`src/rtl/dcache_ctrl_nway_if.sv`:
```
// Handshake bundle for dcache_ctrl_nway: datapath requests, memory strobes, flush scan and halt.
// The slave modport is the controller; the master modport is the datapath/memory side.
interface dcache_ctrl_nway_if #(
   parameter int WAYS     = 2,
   parameter int SETS     = 8,
   parameter int BLKWORDS = 2,
   parameter int CTW      = 32
);
   localparam int WAYW = (WAYS > 1) ? $clog2(WAYS) : 1;
   localparam int SETW = $clog2(SETS);
   localparam int OFFW = $clog2(BLKWORDS);

   logic            dmemREN;
   logic            dmemWEN;
   logic            dhit;
   logic            flush;
   logic            dwait;
   logic            victim_dirty;
   logic            scan_dirty;
   logic            dREN;
   logic            dWEN;
   logic [OFFW-1:0] word_off;
   logic            fill_we;
   logic            wb_sel;
   logic            scan_mode;
   logic [SETW-1:0] scan_set;
   logic [WAYW-1:0] scan_way;
   logic            clean;
   logic            ct_store;
   logic [CTW-1:0]  hit_count;
   logic            halt;

   modport slave (
      input  dmemREN, dmemWEN, dhit, flush, dwait, victim_dirty, scan_dirty,
      output dREN, dWEN, word_off, fill_we, wb_sel, scan_mode, scan_set, scan_way,
             clean, ct_store, hit_count, halt
   );

   modport master (
      output dmemREN, dmemWEN, dhit, flush, dwait, victim_dirty, scan_dirty,
      input  dREN, dWEN, word_off, fill_we, wb_sel, scan_mode, scan_set, scan_way,
             clean, ct_store, hit_count, halt
   );
endinterface

```
`src/rtl/dcache_ctrl_nway.sv`:
```
// N-way data-cache control: miss writeback/fill, halt-time flush scan, sticky halt.
// Define DCACHE_HITCT_EN to build the hit counter and the CTSTORE state.
//
// state     | meaning
// IDLE      | serve hits, detect miss or flush
// WB        | write dirty victim block to memory
// FILL      | read missing block into victim way
// FLUSH_CHK | inspect one (set, way) entry per cycle
// FLUSH_WB  | write back dirty scanned entry
// CTSTORE   | store hit_count to memory (DCACHE_HITCT_EN only)
// HALT      | sticky halt until reset
module dcache_ctrl_nway #(
   parameter int WAYS     = 2,
   parameter int SETS     = 8,
   parameter int BLKWORDS = 2,
   parameter int CTW      = 32
) (
   input logic                 CLK,
   input logic                 nRST,
   dcache_ctrl_nway_if.slave   bus
);
   localparam int WAYW = (WAYS > 1) ? $clog2(WAYS) : 1;
   localparam int SETW = $clog2(SETS);
   localparam int OFFW = $clog2(BLKWORDS);

   localparam logic [2:0] IDLE      = 3'd0;
   localparam logic [2:0] WB        = 3'd1;
   localparam logic [2:0] FILL      = 3'd2;
   localparam logic [2:0] FLUSH_CHK = 3'd3;
   localparam logic [2:0] FLUSH_WB  = 3'd4;
   localparam logic [2:0] HALT      = 3'd6;
`ifdef DCACHE_HITCT_EN
   localparam logic [2:0] CTSTORE   = 3'd5;
   localparam logic [2:0] DONE      = CTSTORE;
`else
   localparam logic [2:0] DONE      = HALT;
`endif

   logic [2:0]      r_state, w_next;
   logic [OFFW-1:0] r_word, w_word_next;
   logic [SETW-1:0] r_set;
   logic [WAYW-1:0] r_way;
   logic            w_access, w_last_word, w_last_entry;
   logic            w_scan_adv, w_scan_clr, w_clean, w_fill_we;

   assign w_access     = bus.dmemREN | bus.dmemWEN;
   assign w_last_word  = (r_word == OFFW'(BLKWORDS - 1));
   assign w_last_entry = (r_set == SETW'(SETS - 1)) && (r_way == WAYW'(WAYS - 1));

   always_comb begin
      w_next      = r_state;
      w_word_next = r_word;
      w_scan_adv  = 1'b0;
      w_scan_clr  = 1'b0;
      w_clean     = 1'b0;
      w_fill_we   = 1'b0;
      case (r_state)
         IDLE: begin
            if (w_access && !bus.dhit) begin
               w_next = bus.victim_dirty ? WB : FILL;
            end else if (bus.flush) begin
               w_next     = FLUSH_CHK;
               w_scan_clr = 1'b1;
            end
         end
         WB, FILL: begin
            w_fill_we = (r_state == FILL) && !bus.dwait;
            if (!bus.dwait) begin
               if (w_last_word) begin
                  w_word_next = '0;
                  w_next      = (r_state == WB) ? FILL : IDLE;
               end else begin
                  w_word_next = r_word + OFFW'(1);
               end
            end
         end
         FLUSH_CHK: begin
            if (bus.scan_dirty) begin
               w_next = FLUSH_WB;
            end else begin
               w_clean    = 1'b1;
               w_scan_adv = 1'b1;
               if (w_last_entry) w_next = DONE;
            end
         end
         FLUSH_WB: begin
            if (!bus.dwait) begin
               if (w_last_word) begin
                  w_word_next = '0;
                  w_clean     = 1'b1;
                  w_scan_adv  = 1'b1;
                  w_next      = w_last_entry ? DONE : FLUSH_CHK;
               end else begin
                  w_word_next = r_word + OFFW'(1);
               end
            end
         end
`ifdef DCACHE_HITCT_EN
         CTSTORE: if (!bus.dwait) w_next = HALT;
`endif
         HALT: w_next = HALT;
         default: w_next = IDLE;
      endcase
   end

   // Scan index is {set, way} with way least significant; wraps to 0 after the last entry.
   always_ff @(posedge CLK or negedge nRST) begin
      if (!nRST) begin
         r_state <= IDLE;
         r_word  <= '0;
         r_set   <= '0;
         r_way   <= '0;
      end else begin
         r_state <= w_next;
         r_word  <= w_word_next;
         if (w_scan_clr) begin
            r_set <= '0;
            r_way <= '0;
         end else if (w_scan_adv) begin
            if (r_way == WAYW'(WAYS - 1)) begin
               r_way <= '0;
               r_set <= r_set + SETW'(1);
            end else begin
               r_way <= r_way + WAYW'(1);
            end
         end
      end
   end

`ifdef DCACHE_HITCT_EN
   // A miss decrements so that the retry hit after the fill nets to zero.
   logic [CTW-1:0] r_hit_count;
   always_ff @(posedge CLK or negedge nRST) begin
      if (!nRST)
         r_hit_count <= '0;
      else if (r_state == IDLE && w_access)
         r_hit_count <= bus.dhit ? r_hit_count + CTW'(1) : r_hit_count - CTW'(1);
   end
   assign bus.hit_count = r_hit_count;
   assign bus.ct_store  = (r_state == CTSTORE);
`else
   assign bus.hit_count = {CTW{1'b0}};
   assign bus.ct_store  = 1'b0;
`endif

   assign bus.dREN      = (r_state == FILL);
   assign bus.dWEN      = (r_state == WB) || (r_state == FLUSH_WB) || bus.ct_store;
   assign bus.word_off  = r_word;
   assign bus.fill_we   = w_fill_we;
   assign bus.wb_sel    = (r_state == WB);
   assign bus.scan_mode = (r_state == FLUSH_CHK) || (r_state == FLUSH_WB);
   assign bus.scan_set  = r_set;
   assign bus.scan_way  = r_way;
   assign bus.clean     = w_clean;
   assign bus.halt      = (r_state == HALT);
endmodule

```
`src/flat_wrapper.sv`:
```
// flat-port wrapper written by rule: the top's interface ports become plain ports
module dcache_ctrl_nway_flat 
#(
   parameter int WAYS     = 2,
   parameter int SETS     = 8,
   parameter int BLKWORDS = 2,
   parameter int CTW      = 32
)
  (CLK, nRST, bus_dmemREN, bus_dmemWEN, bus_dhit, bus_flush, bus_dwait, bus_victim_dirty, bus_scan_dirty, bus_dREN, bus_dWEN, bus_word_off, bus_fill_we, bus_wb_sel, bus_scan_mode, bus_scan_set, bus_scan_way, bus_clean, bus_ct_store, bus_hit_count, bus_halt);
  dcache_ctrl_nway_if #(.WAYS(WAYS), .SETS(SETS), .BLKWORDS(BLKWORDS), .CTW(CTW)) bus_i ();
  input logic CLK;
  input logic nRST;
  input wire logic [$bits(bus_i.dmemREN)-1:0] bus_dmemREN;
  input wire logic [$bits(bus_i.dmemWEN)-1:0] bus_dmemWEN;
  input wire logic [$bits(bus_i.dhit)-1:0] bus_dhit;
  input wire logic [$bits(bus_i.flush)-1:0] bus_flush;
  input wire logic [$bits(bus_i.dwait)-1:0] bus_dwait;
  input wire logic [$bits(bus_i.victim_dirty)-1:0] bus_victim_dirty;
  input wire logic [$bits(bus_i.scan_dirty)-1:0] bus_scan_dirty;
  output wire logic [$bits(bus_i.dREN)-1:0] bus_dREN;
  output wire logic [$bits(bus_i.dWEN)-1:0] bus_dWEN;
  output wire logic [$bits(bus_i.word_off)-1:0] bus_word_off;
  output wire logic [$bits(bus_i.fill_we)-1:0] bus_fill_we;
  output wire logic [$bits(bus_i.wb_sel)-1:0] bus_wb_sel;
  output wire logic [$bits(bus_i.scan_mode)-1:0] bus_scan_mode;
  output wire logic [$bits(bus_i.scan_set)-1:0] bus_scan_set;
  output wire logic [$bits(bus_i.scan_way)-1:0] bus_scan_way;
  output wire logic [$bits(bus_i.clean)-1:0] bus_clean;
  output wire logic [$bits(bus_i.ct_store)-1:0] bus_ct_store;
  output wire logic [$bits(bus_i.hit_count)-1:0] bus_hit_count;
  output wire logic [$bits(bus_i.halt)-1:0] bus_halt;
  assign bus_i.dmemREN = bus_dmemREN;
  assign bus_i.dmemWEN = bus_dmemWEN;
  assign bus_i.dhit = bus_dhit;
  assign bus_i.flush = bus_flush;
  assign bus_i.dwait = bus_dwait;
  assign bus_i.victim_dirty = bus_victim_dirty;
  assign bus_i.scan_dirty = bus_scan_dirty;
  assign bus_dREN = bus_i.dREN;
  assign bus_dWEN = bus_i.dWEN;
  assign bus_word_off = bus_i.word_off;
  assign bus_fill_we = bus_i.fill_we;
  assign bus_wb_sel = bus_i.wb_sel;
  assign bus_scan_mode = bus_i.scan_mode;
  assign bus_scan_set = bus_i.scan_set;
  assign bus_scan_way = bus_i.scan_way;
  assign bus_clean = bus_i.clean;
  assign bus_ct_store = bus_i.ct_store;
  assign bus_hit_count = bus_i.hit_count;
  assign bus_halt = bus_i.halt;
  dcache_ctrl_nway #(.WAYS(WAYS), .SETS(SETS), .BLKWORDS(BLKWORDS), .CTW(CTW)) u_core (.CLK(CLK), .nRST(nRST), .bus(bus_i));
endmodule
```
`config.mk`:
```
export PLATFORM = sky130hd
export DESIGN_NAME = dcache_ctrl_nway_flat
export DESIGN_NICKNAME = d
export VERILOG_FILES = /design/src/rtl/dcache_ctrl_nway_if.sv /design/src/rtl/dcache_ctrl_nway.sv /design/src/flat_wrapper.sv
export SDC_FILE = /design/constraint.sdc
export NUM_CORES = 1
export LEC_CHECK = 0
export ABC_AREA = 1
export CAP_MARGIN = 0
export CORE_ASPECT_RATIO = 0.7
export CORE_MARGIN = 2
export CORE_UTILIZATION = 31
export DETAILED_ROUTE_END_ITERATION = 6
export PLACE_DENSITY = 0.74
export SYNTH_ARGS = -nofsm -noshare
export SYNTH_HDL_FRONTEND = slang
export SYNTH_SLANG_ARGS = --single-unit
```
`constraint.sdc`:
```
create_clock -name CLK -period 1.1 [get_ports CLK]
set_input_delay 0.165 -clock CLK [delete_from_list [all_inputs] [get_ports CLK]]
set_output_delay 0.165 -clock CLK [all_outputs]
set_load 0.1 [all_outputs]
```
# --- Word-level counts from Yosys, hierarchy flattened ---
# Index checks and enable logic that the tools add are counted.
# W data, S select, Z words.
classes:
  n_addsub: 3
  eq_ne: 12
  n_mux: 27
  bitwise_logic: 2
  reduce_logical: 15
op_table:
  columns: ["operator", "n"]
  rows:
  - ["$mux W3", 12]
  - ["$pmux W3 S5", 1]
  - ["$mux W1", 11]
  - ["$eq A3 B3 Y1 const B", 3]
  - ["$eq A3 B2 Y1 const B", 2]
  - ["$ne A3 B2 Y1 const B", 2]
  - ["$reduce_and A6 Y1", 1]
  - ["$mux W2", 2]
  - ["$ne A2 B1 Y1 const B", 2]
  - ["$ne A2 B2 Y1 const B", 2]
  - ["$reduce_and A2 Y1", 2]
  - ["$reduce_bool A2 Y1", 2]
  - ["$add A3 B1 Y3 const B", 1]
  - ["$eq A3 B1 Y1 const B", 1]
  - ["$logic_and A1 B1 Y1", 3]
  - ["$logic_not A3 Y1", 1]
  - ["$reduce_or A3 Y1", 1]
  - ["$add A1 B1 Y1 const B", 2]
  - ["$logic_not A1 Y1", 2]
  - ["$logic_or A1 B1 Y1", 2]
  - ["$pmux W1 S2", 1]
  - ["$reduce_or A2 Y1", 1]
  - ["$not A1 Y1", 1]
  - ["$or A1 B1 Y1", 1]
word_totals:
  reg_bits: 8
  in_bits: 9

# --- Longest topological paths before layout ---
logic_depth:
  ltp_word: 6
  ltp_mapped: 9
  depth_no_buf: 9

# --- Worst setup path after synthesis ---
# Ideal clock, no wire load.
synth_timing:
  kind: "flip-flop to flip-flop"
  from: "reg u_core.r_word (netlist: u_core.bus.word_off)"
  to: "reg u_core.r_set[0] (netlist: u_core.bus.scan_set[0])"
  arrival_ns: 2.132
  setup_slack_ns: -1.153
  stages_incl_launch_ff: 6
  path_buffers: 0
  path_cell_list: "dfrtp_1 nand2_1 o21ai_4 nand2_4 nand3_1 nand2_1"
synth_between:
  elab_chain_len: 5
synth_lines:
  columns: ["item", "line", "source"]
  rows:
  - ["start, declared", "dcache_ctrl_nway.sv:40", "logic [OFFW-1:0] r_word, w_word_next;"]
  - ["start signal, assigned", "dcache_ctrl_nway.sv:115", "r_word <= w_word_next;"]
  - ["$mux W1 (2 in a row)", null, null]
  - ["$pmux W1 S2", null, null]
  - ["via bus_clean", "flat_wrapper.sv:28", "output wire logic [$bits(bus_i.clean)-1:0] bus_clean;"]
  - ["$reduce_bool A2 Y1 (no line)", null, null]
  - ["$reduce_and A2 Y1 (no line)", null, null]
  - ["end signal, assigned", "dcache_ctrl_nway.sv:122", "r_set <= r_set + SETW'(1);"]
  - ["end, declared", "dcache_ctrl_nway.sv:41", "logic [SETW-1:0] r_set;"]
# The timed path passes the listed nets, and every way through them passes these cells.
# A chain may end at the register's enable or synchronous reset.

# --- Worst setup path in the final report ---
layout_timing:
  from: "reg u_core.r_state[1]"
  to: "out bus_clean"
layout_between:
  elab_chain_len: 2
  elab_cells_between_ends: 3
  classes_between: "2 x eq/ne; 1 x mux"
layout_lines:
  columns: ["item", "line", "source"]
  rows:
  - ["start, declared", "dcache_ctrl_nway.sv:39", "logic [2:0] r_state, w_next;"]
  - ["start signal, assigned", "dcache_ctrl_nway.sv:114", "r_state <= w_next;"]
  - ["$eq A3 B3 Y1 or $eq A3 B2 Y1 (tied branches)", "dcache_ctrl_nway.sv:57", "case (r_state)"]
  - ["$pmux W1 S2 (*)", "dcache_ctrl_nway.sv:57", null]
  - ["end, declared", "flat_wrapper.sv:28", null]
# Mark *: on every way between the ends. The rest lies on a longest branch, timed or not.

==> flow_summary_export.csv <==
group,metric,value,unit
routing,dr_iter_0_viols,54,
timing,min_period_over_period,133,%
die,num_rows,15,
finish,final_common_cell,"conb_1",
routing,routed_wire_length_per_instance,13.0,um
global_route,first_global_vias,844,
routing,first_pass_iters,4,
die,die_height,48.0,um
routing,detailroute.via_count,890,
clocking,clock_tree.htree_level_count,1,
global_route,antenna_found_initial,0,
finish,antennaDiodeCount,0,
clocking,clock_sink_count,8,
clocking,cts_buffers,3,
critical_path,crit_arrival,1.30,ns
timing,report.final.slew_viol_count,0,
finish,final_layout_size_suffix_gt1_share,54.0,%
global_route,grt_pass1_wl,3.53,mm
logic_synthesis,syn_avg_cell_area,7.03,um2
finish,multi_input_comb_area,652,um2
routing,final_antenna_net_count,0,
finish,layout.filler_cells,198,
clocking,clock_transition_at_the_register_clock_pins_on_the_worst_setup_and_hold_paths_after_cts,0.04,ns
logic_synthesis,synth.area.top_cells,"buf_4 29%, dfrtp_1 23%, nand2_1 11%, nand3_1 7.0%, inv_1 4.8%",
timing,timing.final.ws_setup,-0.367,ns
finish,syn2layout_area_growth,88.6,%
logic_synthesis,mappedNetlistArea,857,um2
critical_path,critPathKind,"flop to primary output",
timing,rsz0062_at_grt,"yes",
routing,route.final.wire_length,2.73,mm
timing,report.final.setup_viol,20,
critical_path,critical_path.startpoint_type,"flop",
clocking,root_buffer,"clkbuf_8",
global_route,gr-usage-all-layers,15.1,%
critical_path,critPathMaxFanout,4,
die,design.portCount,54,
global_route,globalRoute.totalOverflow,0,
timing,final.setup_skew,0.00194,ns
die,chipWidth,66.8,um
global_route,grt_start_max_net_pins,9,
critical_path,worst_r2r_path_depth,8,
critical_path,cp_data_required_time,0.94,ns
logic_synthesis,yosysSeqAreaShare,23.4,%
clocking,cts_hold_repair.buffers,0,
min_path,hold_path_class,"input port to async pin",
critical_path,end_kind,"primary output",
clocking,cts_max_path_buffers,2,
run_status,run_status,"finished with violations",
timing,fmax,681,MHz
flow_run,max-cap-violations,0,
place,pre_cts_ws,-0.355,ns
die,floorplan.die_area,0.00321,mm2
routing,post-route-drc-count,0,
logic_synthesis,yosys.area.top_type_share,28.9,%
timing,finalCriticalPeriod,1.47,ns
finish,final-seq-area,218,um2
timing,finalHoldViolCount,0,
finish,mostFrequentLayoutCells,"33 x conb_1, 22 x buf_4, 16 x nand2_1",
clocking,cts_tree,"built",
logic_synthesis,synth.lib_cells_used.distinct,18,
place,place_hpwl,1.63,mm
clocking,clock_latency,0.24,ns
logic_synthesis,synth_register_bits,8,
routing,via_cell_ratio,4.24,
run_status,violations,"negative setup slack",
place,finalWeightedCongestion,0.782,
die,floorplan.core_area,0.00253,mm2
logic_synthesis,netlist.top_cell.by_area,"buf_4",
logic_synthesis,synth.yosys.warnings,0,
die,start_util,33.8,%
logic_synthesis,netlist_instances,122,
place,io_buffers,20,
finish,finalNetCount,188,
## final cells by class
| class | count | area share [%] |
|---|---|---|
| Timing Repair Buffer | 52 | 37.0 |
| Inverter | 12 | 3.79 |
| Tap cell | 34 | 2.63 |
| Sequential cell | 8 | 13.5 |
| Multi-Input combinational cell | 100 | 40.3 |
| Clock buffer | 4 | 2.79 |
## final timing paths
| path | from | to | slack [ns] |
|---|---|---|---|
| max in group asynchronous | nRST | u_core.bus.scan_set[1]$_DFFE_PN0P_ | 0.59 |
| min in group CLK | bus_dwait | u_core.bus.word_off$_DFFE_PN0P_ | 0.64 |
| setup / recovery | u_core.r_state[1]$_DFFE_PN0P_ | bus_clean | -0.37 |
| hold / removal | nRST | u_core.bus.scan_set[0]$_DFFE_PN0P_ | 0.21 |
| hold reg to reg | u_core.bus.scan_set[2]$_DFFE_PN0P_ | u_core.bus.scan_set[2]$_DFFE_PN0P_ | 0.70 |
| setup reg to reg | u_core.r_state[1]$_DFFE_PN0P_ | u_core.bus.scan_way$_DFFE_PN0P_ | -0.34 |
## cell usage after synthesis
master and instances:
ha_1 2, conb_1 1, nand2_1 26, o21ai_4 1
nand3_2 1, nand3_1 12, nand2_2 6, xnor2_1 1
nor3_2 1, buf_4 33, nor2_1 10, a21oi_1 2
nor2_2 4, dfrtp_1 8, inv_1 11, buf_6 1
nand2_4 1, inv_2 1
## flip-flops by register name, indices dropped and copies added, names as in the netlist
name                 count
u_core.bus.scan_way      1
u_core.bus.word_off      1
u_core.bus.scan_set      3
u_core.r_state           3
## cell families after synthesis
family / share of synthesized area (%)
compound gates: 3.07
xor+xnor: 1.02
fa+ha+maj: 2.92
buf+inv: 35.5
flops: 23.4
other cells: 0.438
simple gates: 33.7
## stage by stage
stage	hold WS [ns]	area [um2]	TNS, ns	std cells	utilization [%]
6_report	0.206	1620	-5.19	210	63.8
5_1_grt	0.244	1620	-5.87	210	63.8
4_1_cts	0.217	1470	-4.25	204	58.1
3_5_place_dp	0.468	1290	-3.12	190	50.8
3_3_place_gp	0.462	1290	-2.71	190	50.8
2_1_floorplan	-0.131	1060	-5.17	154	-
## routing by layer
metal	vias up	global-route usage [%]	part of all wire, %
met3	11	4.71	7.1
met2	44	26.6	51
li1	418	-	-
met5	-	0	0
met4	0	6.12	3.3
met1	417	17.7	39
## worst max-delay path, cell delays in order, from the launching register on
cell and delay (ns):
dfrtp_2 0.45, nor2_4 0.17, nand2_4 0.07, o21ai_4 0.17, buf_12 0.19
## repair_timing
action,CTS,global route
gates resized for setup,16,27
endpoints found under the setup margin,19,20
pin swaps,8,12
setup buffers,10,8
Power is not shown: default switching activity piles up to over one toggle a cycle in this logic, so the estimate is an artifact.
